$ cat src/rtl/vape_pkg.sv
// Shared constants, FSM encoding and helpers for the ER interrupt/DMA gate
// and the execution monitor that reuses the range comparator.
package vape_pkg;

    localparam int unsigned ADDR_W = 16;
    localparam int unsigned CNT_W  = 16;

    localparam logic [CNT_W-1:0] MAX_DEFER_DEFAULT = 16'd1024;

    typedef enum logic [1:0] {
        ST_PASS  = 2'd0,
        ST_HOLD  = 2'd1,
        ST_FORCE = 2'd2
    } gate_state_e;

    // Count value at which a pending HOLD is forced open; 0 and 1 both force
    // on the first pending cycle.
    function automatic logic [CNT_W-1:0] force_threshold(input logic [CNT_W-1:0] max_defer);
        return (max_defer <= CNT_W'(1)) ? '0 : (max_defer - CNT_W'(1));
    endfunction

endpackage

$ cat src/rtl/er_range_cmp.sv
// Inclusive unsigned address-range check; an inverted range (min > max)
// never matches.
module er_range_cmp
    import vape_pkg::*;
(
    input  logic [ADDR_W-1:0] pc,
    input  logic [ADDR_W-1:0] ER_min,
    input  logic [ADDR_W-1:0] ER_max,
    output logic              in_ER
);

    always_comb begin
        in_ER = (pc >= ER_min) && (pc <= ER_max);
    end

endmodule

$ cat src/rtl/er_irq_dma_gate.sv
// Masks interrupts and DMA grants while the CPU executes inside the
// executable region, deferring them until exit or a bounded timeout.
module er_irq_dma_gate
    import vape_pkg::*;
#(
    parameter logic [CNT_W-1:0] MAX_DEFER = MAX_DEFER_DEFAULT
)
(
    input  logic              clk,
    input  logic              rst,
    input  logic [ADDR_W-1:0] pc,
    input  logic [ADDR_W-1:0] ER_min,
    input  logic [ADDR_W-1:0] ER_max,
    input  logic              irq_in,
    output logic              irq_out,
    input  logic              dma_req,
    output logic              dma_gnt,
    output logic              irq_pending,
    output logic              dma_pending,
    output logic [CNT_W-1:0]  defer_cnt,
    output logic              forced
);

    localparam logic [CNT_W-1:0] FORCE_THR = force_threshold(MAX_DEFER);

    gate_state_e      state_q, state_d;
    logic             irq_pend_q, irq_pend_d;
    logic             dma_pend_q, dma_pend_d;
    logic [CNT_W-1:0] cnt_q, cnt_d;
    logic             forced_q, forced_d;

    logic in_ER;
    logic gate_closed;
    logic any_pend_q;
    logic force_now;
    logic hold_next;

    er_range_cmp u_range (
        .pc     (pc),
        .ER_min (ER_min),
        .ER_max (ER_max),
        .in_ER  (in_ER)
    );

    assign any_pend_q = irq_pend_q || dma_pend_q;
    assign force_now  = (state_q == ST_HOLD) && in_ER && any_pend_q && (cnt_q == FORCE_THR);

    always_ff @(posedge clk) begin
        if (rst) begin
            state_q <= ST_PASS;
        end else begin
            state_q <= state_d;
        end
    end

    always_comb begin
        state_d = state_q;
        unique case (state_q)
            ST_PASS:  if (in_ER) state_d = ST_HOLD;
            ST_HOLD: begin
                if (!in_ER) begin
                    state_d = ST_PASS;
                end else if (force_now) begin
                    state_d = ST_FORCE;
                end
            end
            ST_FORCE: if (!in_ER) state_d = ST_PASS;
            default:  state_d = ST_PASS;
        endcase
    end

    always_comb begin
        gate_closed = in_ER && (state_q != ST_FORCE) && !rst;
        irq_out     = irq_in  && !gate_closed && !rst;
        dma_gnt     = dma_req && !gate_closed && !rst;
    end

    // Pending flags also latch in the PASS cycle that enters ER, since the
    // gate is already closed there and the request must not be lost.
    always_comb begin
        hold_next  = (state_d == ST_HOLD);
        irq_pend_d = hold_next && (irq_pend_q || irq_in);
        dma_pend_d = hold_next && (dma_pend_q || dma_req);

        cnt_d = '0;
        if (hold_next) begin
            cnt_d = (any_pend_q && (cnt_q != '1)) ? (cnt_q + CNT_W'(1)) : cnt_q;
        end

        forced_d = forced_q;
        if (force_now) begin
            forced_d = 1'b1;
        end else if ((state_q == ST_PASS) && (pc == ER_min)) begin
            forced_d = 1'b0;
        end
    end

    always_ff @(posedge clk) begin
        if (rst) begin
            irq_pend_q <= 1'b0;
            dma_pend_q <= 1'b0;
            cnt_q      <= '0;
            forced_q   <= 1'b0;
        end else begin
            irq_pend_q <= irq_pend_d;
            dma_pend_q <= dma_pend_d;
            cnt_q      <= cnt_d;
            forced_q   <= forced_d;
        end
    end

    assign irq_pending = irq_pend_q;
    assign dma_pending = dma_pend_q;
    assign defer_cnt   = cnt_q;
    assign forced      = forced_q;

endmodule
$ cat config.mk
export PLATFORM = sky130hd
export DESIGN_NAME = er_irq_dma_gate
export DESIGN_NICKNAME = d
export VERILOG_FILES = /design/src/rtl/vape_pkg.sv /design/src/rtl/er_range_cmp.sv /design/src/rtl/er_irq_dma_gate.sv
export SDC_FILE = /design/constraint.sdc
export NUM_CORES = 1
export LEC_CHECK = 0
export CAP_MARGIN = 30
export CELL_PAD_IN_SITES_DETAIL_PLACEMENT = 1
export CELL_PAD_IN_SITES_GLOBAL_PLACEMENT = 1
export CORE_MARGIN = 8
export CORE_UTILIZATION = 32
export CTS_BUF_LIST = sky130_fd_sc_hd__clkbuf_16
export CTS_CLUSTER_DIAMETER = 80
export DETAILED_ROUTE_END_ITERATION = 10
export PLACE_DENSITY = 0.83
export SYNTH_ARGS = -nofsm -noshare
export SYNTH_HDL_FRONTEND = slang
export SYNTH_SLANG_ARGS = --single-unit
export TNS_END_PERCENT = 30
$ cat constraint.sdc
create_clock -name clk -period 3.7 [get_ports clk]
set_input_delay 0.925 -clock clk [delete_from_list [all_inputs] [get_ports clk]]
set_output_delay 0.925 -clock clk [all_outputs]
set_load 0.01 [all_outputs]
==> impl_summary.txt <==
----------------------------------------------------
[Run status]
  Outcome ... finished, final reports clean

[Logic synthesis]
  Flop and latch count out of synthesis ... 21
  Top-area cell type share of the netlist area ... 0.212
  Post-synth EDFFs ... 0
  Share of synthesized area occupied by flip-flops and latches ... 0.212
  Top cells by area in the synthesized netlist ... sky130_fd_sc_hd__dfxtp_1, sky130_fd_sc_hd__ha_1, sky130_fd_sc_hd__inv_1, sky130_fd_sc_hd__nor3_2, sky130_fd_sc_hd__xor2_1
  Fraction of registers with async set/reset ... 0
  Most instantiated cells after synthesis ... sky130_fd_sc_hd__inv_1, sky130_fd_sc_hd__ha_1, sky130_fd_sc_hd__dfxtp_1
  Synthesized instance count ... 234
  Count of cell types in the netlist ... 47
  Syn Std Cell Area ... 0.00198 sq mm
  Largest area contributor in the netlist ... sky130_fd_sc_hd__dfxtp_1
  Mapped Nets ... between 300 and 400
  Commonest register cell after synthesis ... sky130_fd_sc_hd__dfxtp_1
  Mean post-synth cell area ... 8.48 sq um
  Most numerous cell in the Yosys netlist ... sky130_fd_sc_hd__inv_1
  Total number of yosys warnings ... 0

[Timing]
  Slew at the pin closest to its max-slew limit ... between 0.5 and 0.6 ns
  Hold WS ... between 0.4 and 0.5 ns
  Final-report setup violation count ... 0
  Worst setup margin ... 0.000599 ns
  Count of endpoints failing hold in the final timing report ... 0
  Tcrit/Tclk final ... 1.00
  Max-slew violations ... 0
  Crit path time final ... 3.70 ns
  Achievable Freq ... 270 MHz
  Worst relative slew slack ... 0.605
  Fin Clk Skew ... 0.00214 ns

[Clock tree]
  CTS Sinks ... 21
  Number of buffers created by CTS ... 3
  Worst-path clk slew ... about 0.060 ns
  Worst skew pair latency ... 0.26 ns
  H-tree depth ... 1
  Clock tree from TritonCTS ... built
  Max Root-Sink Buffers ... 2
  Root buffer cell ... sky130_fd_sc_hd__clkbuf_16

[Drt]
  Vias/cell ... 5.25
  Wirelength, routed ... 7690 um
  Remaining number of nets flagged by the antenna check after routing ... 0
  First-pass detailed-route iteration total ... 4
  Number of DRC markers after the initial detailed-route iteration ... 53
  Number of remaining DRC errors ... 0
  Vias after detailed routing ... between 2k and 2.5k
  Routed length per placed instance ... 19.1 um

[Floorplan]
  Ports placed on the boundary ... 73
  Initial Util ... 0.333
  Area enclosed by the die boundary ... 0.00897 sq mm
  Number of rows created at floorplan ... 28
  DIE WIDTH ... ~95 um
  Floorplan Core Area ... 0.00596 sq mm
  Height of the die ... between 90 and 100 um

[Placed design]
  Number of input and output port buffers inserted ... about 70
  Final Wtd Congestion ... 0.839
  Post-detail-place hpwl ... about 5300 um
  DP Area ... 0.00286 sq mm
  Placement Setup Slack ... -0.803 ns

[Setup path]
  Crit-path cells ... clkdlybuf4s15_1 -> inv_1 -> ha_4 -> buf_4 -> a21oi_1 -> o21ai_0 -> a221o_2 -> nor3_4 -> o311a_1 -> buf_2
  Worst reg2reg path depth ... 5
  CP Capture Type ... output pin
  Critical path type ... primary input to output pin
  Critical path peak fanout ... 3
  Data required time at the worst endpoint ... 2.77 ns
  Reg-to-reg critical path startpoint ... defer_cnt[6]
  Sort of element at the start of the critical path ... primary input
  Setup slack on the worst flop-to-flop path ... roughly 1.7 ns
  Highest cell delay on the worst timing path ... ~0.42 ns
  Worst R2R End ... defer_cnt[1]
  Crit path max-delay cell type ... sky130_fd_sc_hd__a221o_2
  Arrival time reported for the critical path endpoint ... 2.77 ns

[Global route]
  Remaining global-route overflow ... 0
  Largest net degree at the start of global routing ... 22
  Vias in the first global route ... about 2.4k
  Wire length of the first global-routing pass ... 11800 um
  Number of antenna violations at the first check in global routing ... 0
  Total GRT Usage ... 0.166

[Final layout]
  Nets ... 414
  Syn-to-layout area delta ... 71.6%
  Non-Filler Cell Area, Final ... 0.00340 sq mm
  Ratio of cells with drive above 1 in the final layout ... 0.473
  Antenna cells ... 0

[Min path]
  Cell depth of the worst min-delay path ... 2
  Worst Min Path Start ... forced
  HP Class ... register to register
  Hold path endpoint ... forced

[Pwr]
  Power consumption ... 0.000751 W
  Max IR drop VDD ... 0.228 mV
  Power per Cell Area ... between 200 and 250 mW/mm^2
  Leak Pwr ... 1.38 nW

[Run]
  Max-cap violation count ... 0

----------------------------------------------------
## final cells by class
cell class,count,area [sq um]
clock inverter,1,5.00
timing repair buffer,95,817
inverter,35,131
clock buffer,3,75.1
tap,75,93.8
sequential,21,420
fill,671,2550
multi-input combinational,173,1860
## flip-flops by register name, indices dropped and copies added (netlist names)
name	count
state_q	2
forced	1
defer_cnt	16
dma_pending	1
irq_pending	1
## routing by layer
metal	track usage	wire length (um)	vias up
li1	-	-	1037
met2	0.326	4330	59
met4	0.0546	107	0
met3	0.0373	462	9
met5	0	0	-
met1	0.165	2790	1012
## power breakdown
part / internal (W) / switching [W]
registers: 0.000228 / 0.00000292
clock network: 0.000146 / 0.0000908
logic: 0.000147 / 0.000137
## how the worst max path moves through the flow
stage,start,endpoint,slack [ns],cells after the start
floorplan,ER_max[14],dma_gnt,0.25,7
global placement,ER_max[14],irq_out,-0.77,10
detailed placement,ER_max[14],irq_out,-0.80,10
CTS,ER_min[3],irq_out,0.0007,10
global route,ER_min[5],irq_out,-0.04,9
finish,ER_min[5],dma_gnt,0.0006,10
## stage by stage
step,cells,TNS [ns],utilization
3_3_place_gp,391,-1.54,0.481
6_report,403,0,0.571
4_1_cts,398,0,0.544
3_5_place_dp,391,-1.60,0.481
2_1_floorplan,234,0,-
5_1_grt,403,-0.0792,0.571
## critical path, delay by kind of cell
family          cells  cell delay, ns
buf+inv             4            0.52
fa+ha+maj           1            0.22
compound gates      4            0.85
simple gates        1            0.25
## repair_timing
item                                    CTS  global route
pin swaps                                36            33
resized for setup                       160            78
endpoints found under the setup margin    2             2
buffers inserted                          5             4
endpoints found under the hold margin     0             0
hold buffers                              0             0
## cell usage in the layout, fill, tap and decap left out, types with 2 or more instances in the layout
cell,count
sky130_fd_sc_hd__clkbuf_16,3
sky130_fd_sc_hd__dlymetal6s2s_1,6
sky130_fd_sc_hd__nand2_1,11
sky130_fd_sc_hd__mux2i_1,3
sky130_fd_sc_hd__a31oi_1,2
sky130_fd_sc_hd__o211ai_1,5
sky130_fd_sc_hd__inv_2,28
sky130_fd_sc_hd__nand4_1,9
sky130_fd_sc_hd__o311a_1,2
sky130_fd_sc_hd__o31ai_2,2
sky130_fd_sc_hd__nor3_2,10
sky130_fd_sc_hd__buf_2,10
sky130_fd_sc_hd__nand2_4,2
sky130_fd_sc_hd__o21a_1,2
sky130_fd_sc_hd__and4_1,2
sky130_fd_sc_hd__nor2b_2,2
sky130_fd_sc_hd__dlygate4sd2_1,5
sky130_fd_sc_hd__a21oi_1,7
sky130_fd_sc_hd__nor4_1,2
sky130_fd_sc_hd__clkbuf_2,10
sky130_fd_sc_hd__nand3_1,9
sky130_fd_sc_hd__dfxtp_1,21
sky130_fd_sc_hd__buf_4,24
sky130_fd_sc_hd__xor2_1,8
sky130_fd_sc_hd__nor2_1,10
sky130_fd_sc_hd__a21oi_4,2
sky130_fd_sc_hd__ha_1,4
sky130_fd_sc_hd__o21ai_0,5
sky130_fd_sc_hd__ha_4,29
sky130_fd_sc_hd__nor3_1,10
sky130_fd_sc_hd__a21oi_2,2
sky130_fd_sc_hd__a21o_1,2
sky130_fd_sc_hd__or4_1,2
sky130_fd_sc_hd__o31a_2,2
sky130_fd_sc_hd__buf_6,9
sky130_fd_sc_hd__o21ai_4,2
sky130_fd_sc_hd__inv_1,7
sky130_fd_sc_hd__xnor2_1,3
sky130_fd_sc_hd__clkdlybuf4s15_1,5
sky130_fd_sc_hd__clkdlybuf4s50_1,24
## logic make-up (layout without fill, tap and decap cells)
kind of cell	after synthesis	count (layout)	synth area share
AOI/OAI and AO/OA	41	41	0.155
xor gates and xnor gates	11	11	0.0486
adders and majority gates	33	33	0.208
buffers and inverters	40	134	0.0896
DFF	21	21	0.212
muxes	3	3	0.0151
and+or+nand+nor	85	85	0.271
No activity file was read; power rests on OpenSTA's default activity.
